--- src/rtl/rr_arb_mux.sv ---
// Purpose: N_IN-way arbitrating mux with packet locking and one registered output stage.
// Latency: 1 cycle from input accept to out_valid; sustains 1 beat/cycle while out_ready=1.
// Backpressure: in_ready follows out_ready combinationally; a stalled output holds all registers.
//
// Ports:
//   clk, reset          - single clock, synchronous active-high reset
//   in_data/in_valid/in_last/in_ready - per-channel beat handshake, channel i at [i*WIDTH +: WIDTH]
//   out_data/out_sel/out_last/out_valid/out_ready - registered output beat handshake
//   MODE=0 selects round-robin between packets, MODE=1 fixed priority (channel 0 highest)

module rr_arb_mux #(
   parameter int WIDTH = 32,
   parameter int N_IN  = 4,
   parameter int SEL_W = 2,
   parameter int MODE  = 0
) (
   input  logic                  clk,
   input  logic                  reset,
   input  logic [N_IN*WIDTH-1:0] in_data,
   input  logic [N_IN-1:0]       in_valid,
   input  logic [N_IN-1:0]       in_last,
   output logic [N_IN-1:0]       in_ready,
   output logic [WIDTH-1:0]      out_data,
   output logic [SEL_W-1:0]      out_sel,
   output logic                  out_last,
   output logic                  out_valid,
   input  logic                  out_ready
);

   logic [WIDTH-1:0] out_data_q, out_data_d;
   logic [SEL_W-1:0] out_sel_q, out_sel_d;
   logic             out_last_q, out_last_d;
   logic             out_valid_q, out_valid_d;
   logic             lock_q, lock_d;
   logic [SEL_W-1:0] lock_ch_q, lock_ch_d;
   logic [SEL_W-1:0] rr_ptr_q, rr_ptr_d;

   logic [SEL_W-1:0] grant;
   logic [SEL_W-1:0] idx;
   logic             eligible;
   logic             found;
   logic             space;
   logic             xfer;
   logic [WIDTH-1:0] sel_data;
   logic             sel_last;
   logic             sel_valid;

   // Grant selection. A locked packet owns the output even through its own
   // valid bubbles; otherwise search starts just after the last packet winner.
   always_comb begin
      grant    = '0;
      idx      = '0;
      eligible = 1'b0;
      found    = 1'b0;
      if (lock_q) begin
         grant    = lock_ch_q;
         eligible = 1'b1;
      end else begin
         for (int k = 0; k < N_IN; k++) begin
            if (MODE == 1) begin
               idx = SEL_W'(k);
            end else begin
               // modulo keeps the search inside 0..N_IN-1 for non-power-of-2 N_IN
               idx = SEL_W'((int'(rr_ptr_q) + k + 1) % N_IN);
            end
            if (!found && in_valid[idx]) begin
               grant = idx;
               found = 1'b1;
            end
         end
         eligible = found;
      end
   end

   // Data/last/valid of the granted channel.
   always_comb begin
      sel_data  = '0;
      sel_last  = 1'b0;
      sel_valid = 1'b0;
      for (int i = 0; i < N_IN; i++) begin
         if (grant == SEL_W'(i)) begin
            sel_data  = in_data[i*WIDTH +: WIDTH];
            sel_last  = in_last[i];
            sel_valid = in_valid[i];
         end
      end
   end

   assign space = ~out_valid_q | out_ready;

   always_comb begin
      in_ready = '0;
      for (int i = 0; i < N_IN; i++) begin
         in_ready[i] = eligible & (grant == SEL_W'(i)) & space & ~reset;
      end
   end

   assign xfer = eligible & space & ~reset & sel_valid;

   always_comb begin
      out_data_d  = out_data_q;
      out_sel_d   = out_sel_q;
      out_last_d  = out_last_q;
      out_valid_d = out_valid_q;
      lock_d      = lock_q;
      lock_ch_d   = lock_ch_q;
      rr_ptr_d    = rr_ptr_q;
      if (xfer) begin
         out_data_d  = sel_data;
         out_sel_d   = grant;
         out_last_d  = sel_last;
         out_valid_d = 1'b1;
         lock_d      = ~sel_last;
         if (sel_last) begin
            // pointer only advances at packet boundaries
            rr_ptr_d = grant;
         end else begin
            lock_ch_d = grant;
         end
      end else if (out_ready) begin
         out_valid_d = 1'b0;
      end
   end

   always_ff @(posedge clk) begin
      if (reset) begin
         out_data_q  <= '0;
         out_sel_q   <= '0;
         out_last_q  <= 1'b0;
         out_valid_q <= 1'b0;
         lock_q      <= 1'b0;
         lock_ch_q   <= '0;
         rr_ptr_q    <= SEL_W'(N_IN - 1);
      end else begin
         out_data_q  <= out_data_d;
         out_sel_q   <= out_sel_d;
         out_last_q  <= out_last_d;
         out_valid_q <= out_valid_d;
         lock_q      <= lock_d;
         lock_ch_q   <= lock_ch_d;
         rr_ptr_q    <= rr_ptr_d;
      end
   end

   assign out_data  = out_data_q;
   assign out_sel   = out_sel_q;
   assign out_last  = out_last_q;
   assign out_valid = out_valid_q;

endmodule

--- config.mk ---
export PLATFORM = sky130hd
export DESIGN_NAME = rr_arb_mux
export DESIGN_NICKNAME = d
export VERILOG_FILES = /design/src/rtl/rr_arb_mux.sv
export SDC_FILE = /design/constraint.sdc
export NUM_CORES = 1
export LEC_CHECK = 0
export CORE_MARGIN = 3
export CORE_UTILIZATION = 25
export DETAILED_ROUTE_END_ITERATION = 10
export GPL_ROUTABILITY_DRIVEN = 1
export GPL_TIMING_DRIVEN = 0
export SKIP_CTS_REPAIR_TIMING = 1
export SLEW_MARGIN = 20
export SYNTH_ARGS = -nofsm -noshare
export SYNTH_HDL_FRONTEND = slang
export SYNTH_SLANG_ARGS = --single-unit
--- constraint.sdc ---
create_clock -name clk -period 4.6 [get_ports clk]
set_input_delay 0.92 -clock clk [delete_from_list [all_inputs] [get_ports clk]]
set_output_delay 0.92 -clock clk [all_outputs]
set_load 0.01 [all_outputs]
Word-level counts from Yosys, hierarchy flattened
Cells that the tools add are included.
{"block": "op_classes", "addsub": 6, "n_mul": 0, "n_div": 0, "n_lt_le_gt_ge": 4, "eq_ne": 3, "shift": 0, "mux": 39, "n_bitwise": 19, "reduce_logical": 10}
{"op": "$mux W32", "n": 4}
{"op": "$mux W1", "n": 22}
{"op": "$mux W2", "n": 9}
{"op": "$and A1 B1 Y1", "n": 15}
{"op": "$lt A2 B3 Y1 const B", "n": 4}
{"op": "$add A2 B1 Y2 const B", "n": 4}
{"op": "$bmux W1 S2", "n": 4}
{"op": "$add A2 B2 Y2 const B", "n": 2}
{"op": "$eq A2 B2 Y1 const B", "n": 2}
{"op": "$reduce_and A2 Y1", "n": 2}
{"op": "$logic_and A1 B1 Y1", "n": 3}
{"op": "$logic_not A1 Y1", "n": 3}
{"op": "$not A1 Y1", "n": 3}
{"op": "$eq A2 B1 Y1 const B", "n": 1}
{"op": "$logic_not A2 Y1", "n": 1}
{"op": "$reduce_bool A2 Y1", "n": 1}
{"op": "$or A1 B1 Y1", "n": 1}
{"block": "word_totals", "reg_bits": 41, "latchBits": 0, "mem_bits_rw": 0, "mem_bits_ro": 0, "inputBits": 139, "word_cells": 88, "n_memories": 0}

Logic depth before layout (Yosys ltp)
{"block": "depth", "depth_word": 25, "depth_mapped": 11, "mapped_depth_nobuf": 7}

Worst setup path before layout
Ideal clock, no wire load.
{"block": "synth_timing", "path_type": "input-to-output", "from": "in in_valid[0]", "to": "out in_ready[2]", "t_arrival_ps": 2571, "required_time_ps": 3680, "slack_ps": 1109, "stages": 8, "n_path_buf": 3, "path_cell_list": "buf_4 or3b_2 o22ai_2 nand2_1 nand2_2 buf_1 clkbuf_1 nor2_1"}
{"block": "synth_via", "elab_chain_len": 20, "elab_cells_between_ends": 31, "classes_between": "eq/ne (1); mux (21); bitwise (3); reduce/logical (6)"}
{"element": "start: declaration", "line": "20", "text": "input logic [N_IN-1:0] in_valid,"}
{"element": "$bmux W1 S2", "line": "66", "text": "if (!found && in_valid[idx]) begin"}
{"element": "$mux W1 (implied by the code)", "line": "66"}
{"element": "$mux W1", "line": "66"}
{"element": "$mux W1", "line": "55", "text": "if (lock_q) begin"}
{"element": "$logic_not A1 Y1", "line": "66"}
{"element": "$logic_and A1 B1 Y1", "line": "66"}
{"element": "$mux W1", "line": "66"}
{"element": "$mux W1", "line": "55"}
{"element": "[2 not listed]"}
{"element": "$mux W1", "line": "66"}
{"element": "$mux W1", "line": "55"}
{"element": "$logic_not A1 Y1", "line": "66"}
{"element": "$logic_and A1 B1 Y1", "line": "66"}
{"element": "$mux W2", "line": "66"}
{"element": "$mux W2", "line": "55"}
{"element": "$eq A2 B2 Y1", "line": "94", "text": "in_ready[i] = eligible & (grant == SEL_W'(i)) & space & ~reset;"}
{"element": "$and A1 B1 Y1 (*) (3 in a row)", "line": "94"}
{"element": "end: declaration", "line": "22", "text": "output logic [N_IN-1:0] in_ready,"}
Mark *: on every way between the ends. The rest lies on a longest branch, timed or not. The select of a mux whose other input is x is not followed.

Final worst setup path
{"block": "layout_timing", "from": "in in_valid[2]", "to": "out in_ready[2]"}
Same word-level chain as after synthesis.

==> results.json <==
{
  "hold_viol_final": 0,
  "ff2ff_setup_slack_ns": 1.83,
  "antenna_cells": 0,
  "ys_top_cells_by_area": "dfxtp_1 29%, nand2_1 13%, a311o_1 11%",
  "port-buffer-count": 175,
  "postLayoutSetupSlackWorst_ns": 0.2645,
  "synth_top_area_share_pct": 28.75,
  "clk_pin_slew_ns": 0.06,
  "grt_antenna_before_repair": 0,
  "highest_layer": "met4",
  "yosys_warnings": 0,
  "syn_nets": 518,
  "vias_per_cell": 5.066,
  "ys.flop_type": "dfxtp_1",
  "dpl.hpwl_mm": 9.559,
  "dieWidth_um": 112.9,
  "fillers": 1116,
  "nets": 699,
  "rows": 38,
  "wl_met1_mm": 5.363,
  "drtPass1Iterations": 4,
  "cts-root-buf": "clkbuf_16",
  "regArea_um2": 820.8,
  "critPathRequiredTime_ns": 3.68,
  "clock-sinks": 41,
  "rsz0062_at_grt": "no",
  "drv_slew": 0,
  "path_class": "in -> out",
  "ys_async_sr_fraction_pct": 0,
  "pre_cts_ws_ns": -0.3797,
  "ir_drop_v": 0.0002148,
  "grtUsageTotal_pct": 18.72,
  "totalWireLength_mm": 12.29,
  "ios": 179,
  "period_needed_ns": 4.336,
  "multiInputGateArea_mm2": 0.001826,
  "route.vias.total": 3551,
  "tritoncts": "done",
  "synth_cells": 379,
  "slew_headroom_pct": 54.84,
  "maxCapViolations": 0,
  "finalInstanceArea_mm2": 0.004957,
  "grt_pass1_vias": 3678,
  "worstMarginPinSlew_ns": 0.6749,
  "routed-wl-met2_mm": 5.929,
  "yosys.area.top_type": "dfxtp_1",
  "p_per_area_mw_per_mm2": 554.0,
  "worstReg2RegStart": "rr_ptr_q[0]$_SDFFE_PP1P_",
  "die_h_um": 112.9,
  "finClkSkew_ns": 0.01154,
  "crit_arrival_ns": 3.42,
  "r2r_end": "out_data[27]$_SDFFE_PP0P_",
  "grt_max_degree": 13,
  "numCtsBuffers": 5,
  "hold-path-endpoint": "out_data[4]$_SDFFE_PP0P_",
  "setup_viol": 0,
  "die_area_mm2": 0.01274,
  "synth_edf_count": 0,
  "start_util_pct": 26.00,
  "path_max_fanout": 16,
  "synth.cell_area_mm2": 0.002855,
  "routabilityCongestion": 0.8580,
  "drive_above_1_share_pct": 5.348,
  "area_growth_pct": 73.62,
  "placed_area_mm2": 0.004782,
  "start_kind": "input port",
  "htreeDepth": 2,
  "outcome": "finished clean",
  "drc": 0,
  "reg2reg_depth": 10,
  "post_drt_wl_per_cell_um": 17.53,
  "max_freq_ghz": 0.2307,
  "power.leakage_uw": 0.001754,
  "synth_cell_types": 42,
  "hp-start": "out_data[4]$_SDFFE_PP0P_",
  "drt_iter0_markers": 221,
  "end_kind": "primary output",
  "final.period_utilization_pct": 94.25,
  "final_antenna_net_count": 0,
  "grt_pass1_wl_mm": 19.24,
  "grt_overflow": 0,
  "cts_max_path_buffers": 2,
  "holdPathStages": 2,
  "hp-class": "reg -> reg",
  "met3_length_um": 860,
  "ys_seq_area_share_pct": 28.75,
  "insertion_delay_ns": 0.28,
  "power.total_uw": 2746,
  "avgSynthCellArea_um2": 7.534,
  "core-area_mm2": 0.01098,
  "ys_ff_latch": 41
}
==> logic make-up after synthesis <==
family / share of synthesized area, %
compound gates: 40.67
simple gates: 20.07
buf+inv: 7.493
flops: 28.75
mux: 3.024
==> placed cells by master (no fill, tap or decap), types with 2 or more instances in the layout <==
master / instances
buf_4: 3
a21o_1: 3
mux2i_1: 3
a21boi_0: 32
clkdlybuf4s50_1: 175
or3_1: 2
inv_1: 2
nand2_1: 101
a21oi_1: 42
buf_2: 6
nand2b_1: 4
a311o_1: 32
and4_1: 2
nor2b_1: 3
clkbuf_16: 5
a221oi_1: 3
o21ai_0: 4
clkbuf_1: 25
mux4_2: 2
dfxtp_1: 41
nor2_1: 10
buf_6: 5
nor3b_1: 2
a211oi_1: 32
==> state kept, by name, summed over array words and instances, names as in the netlist <==
signal and count:
out_data 32, lock_ch_q 2, out_sel 2, rr_ptr_q 2
lock_q 1, out_last 1, out_valid 1
==> worst max-delay path by stage <==
stage / start / to / slack, ns / cells past startpoint
after global placement: in_valid[2] / in_ready[2] / -0.35 / 9
final: in_valid[2] / in_ready[2] / 0.26 / 8
after CTS: in_valid[2] / in_ready[2] / -0.39 / 9
after floorplan: in_valid[0] / in_ready[2] / 1.11 / 8
after global routing: in_valid[2] / in_ready[3] / 0.14 / 8
after detailed placement: in_valid[2] / in_ready[2] / -0.38 / 9
==> stage by stage <==
stage / hold slack, ns / cells / setup TNS (ns) / util, %
after global routing: 0.4713 / 701 / 0 / 45.14
after global placement: 0.4384 / 694 / -0.7048 / 43.54
after CTS: 0.4557 / 702 / -0.7691 / 45.11
after floorplan: 0.4542 / 379 / 0 / -
after detailed placement: 0.4457 / 694 / -0.7570 / 43.54
final: 0.4539 / 701 / 0 / 45.14
==> where the power goes <==
group	internal [uW]	switching [uW]
Combinational	764	1020
Clock	271	137
Sequential	485	68.6
==> critical path, stage by stage <==
cell and delay, ns:
clkdlybuf4s50_1 0.53, or3b_2 0.52, o22ai_2 0.16, nand2_1 0.15, nand2_4 0.24, clkbuf_2 0.31, nor2_1 0.08, clkdlybuf4s50_1 0.49
==> layer usage <==
metal	global-route usage (%)	vias up
li1	-	1758
met1	23.46	1652
met2	31.99	131
met3	5.080	10
met4	4.407	0
met5	0	-
==> synthesized netlist by cell type, types with 3 or more instances <==
cell type	count
a211oi_1	32
a21boi_0	32
a21o_1	3
a21oi_1	42
a221oi_1	3
a311o_1	32
buf_2	6
buf_4	3
buf_6	5
clkbuf_1	25
dfxtp_1	41
mux2i_1	3
nand2_1	101
nand2b_1	4
nor2_1	10
nor2b_1	3
o21ai_0	4
==> layout make-up <==
cell class	count	share of cell area (%)
sequential	41	16.56
inverter	2	0.1514
buffer	39	4.114
clock buffer	7	2.877
clock inverter	1	0.6058
timing repair buffer	175	35.34
tap	140	3.534
multi-input combinational	296	36.82
(Power assumes the default switching activity.)
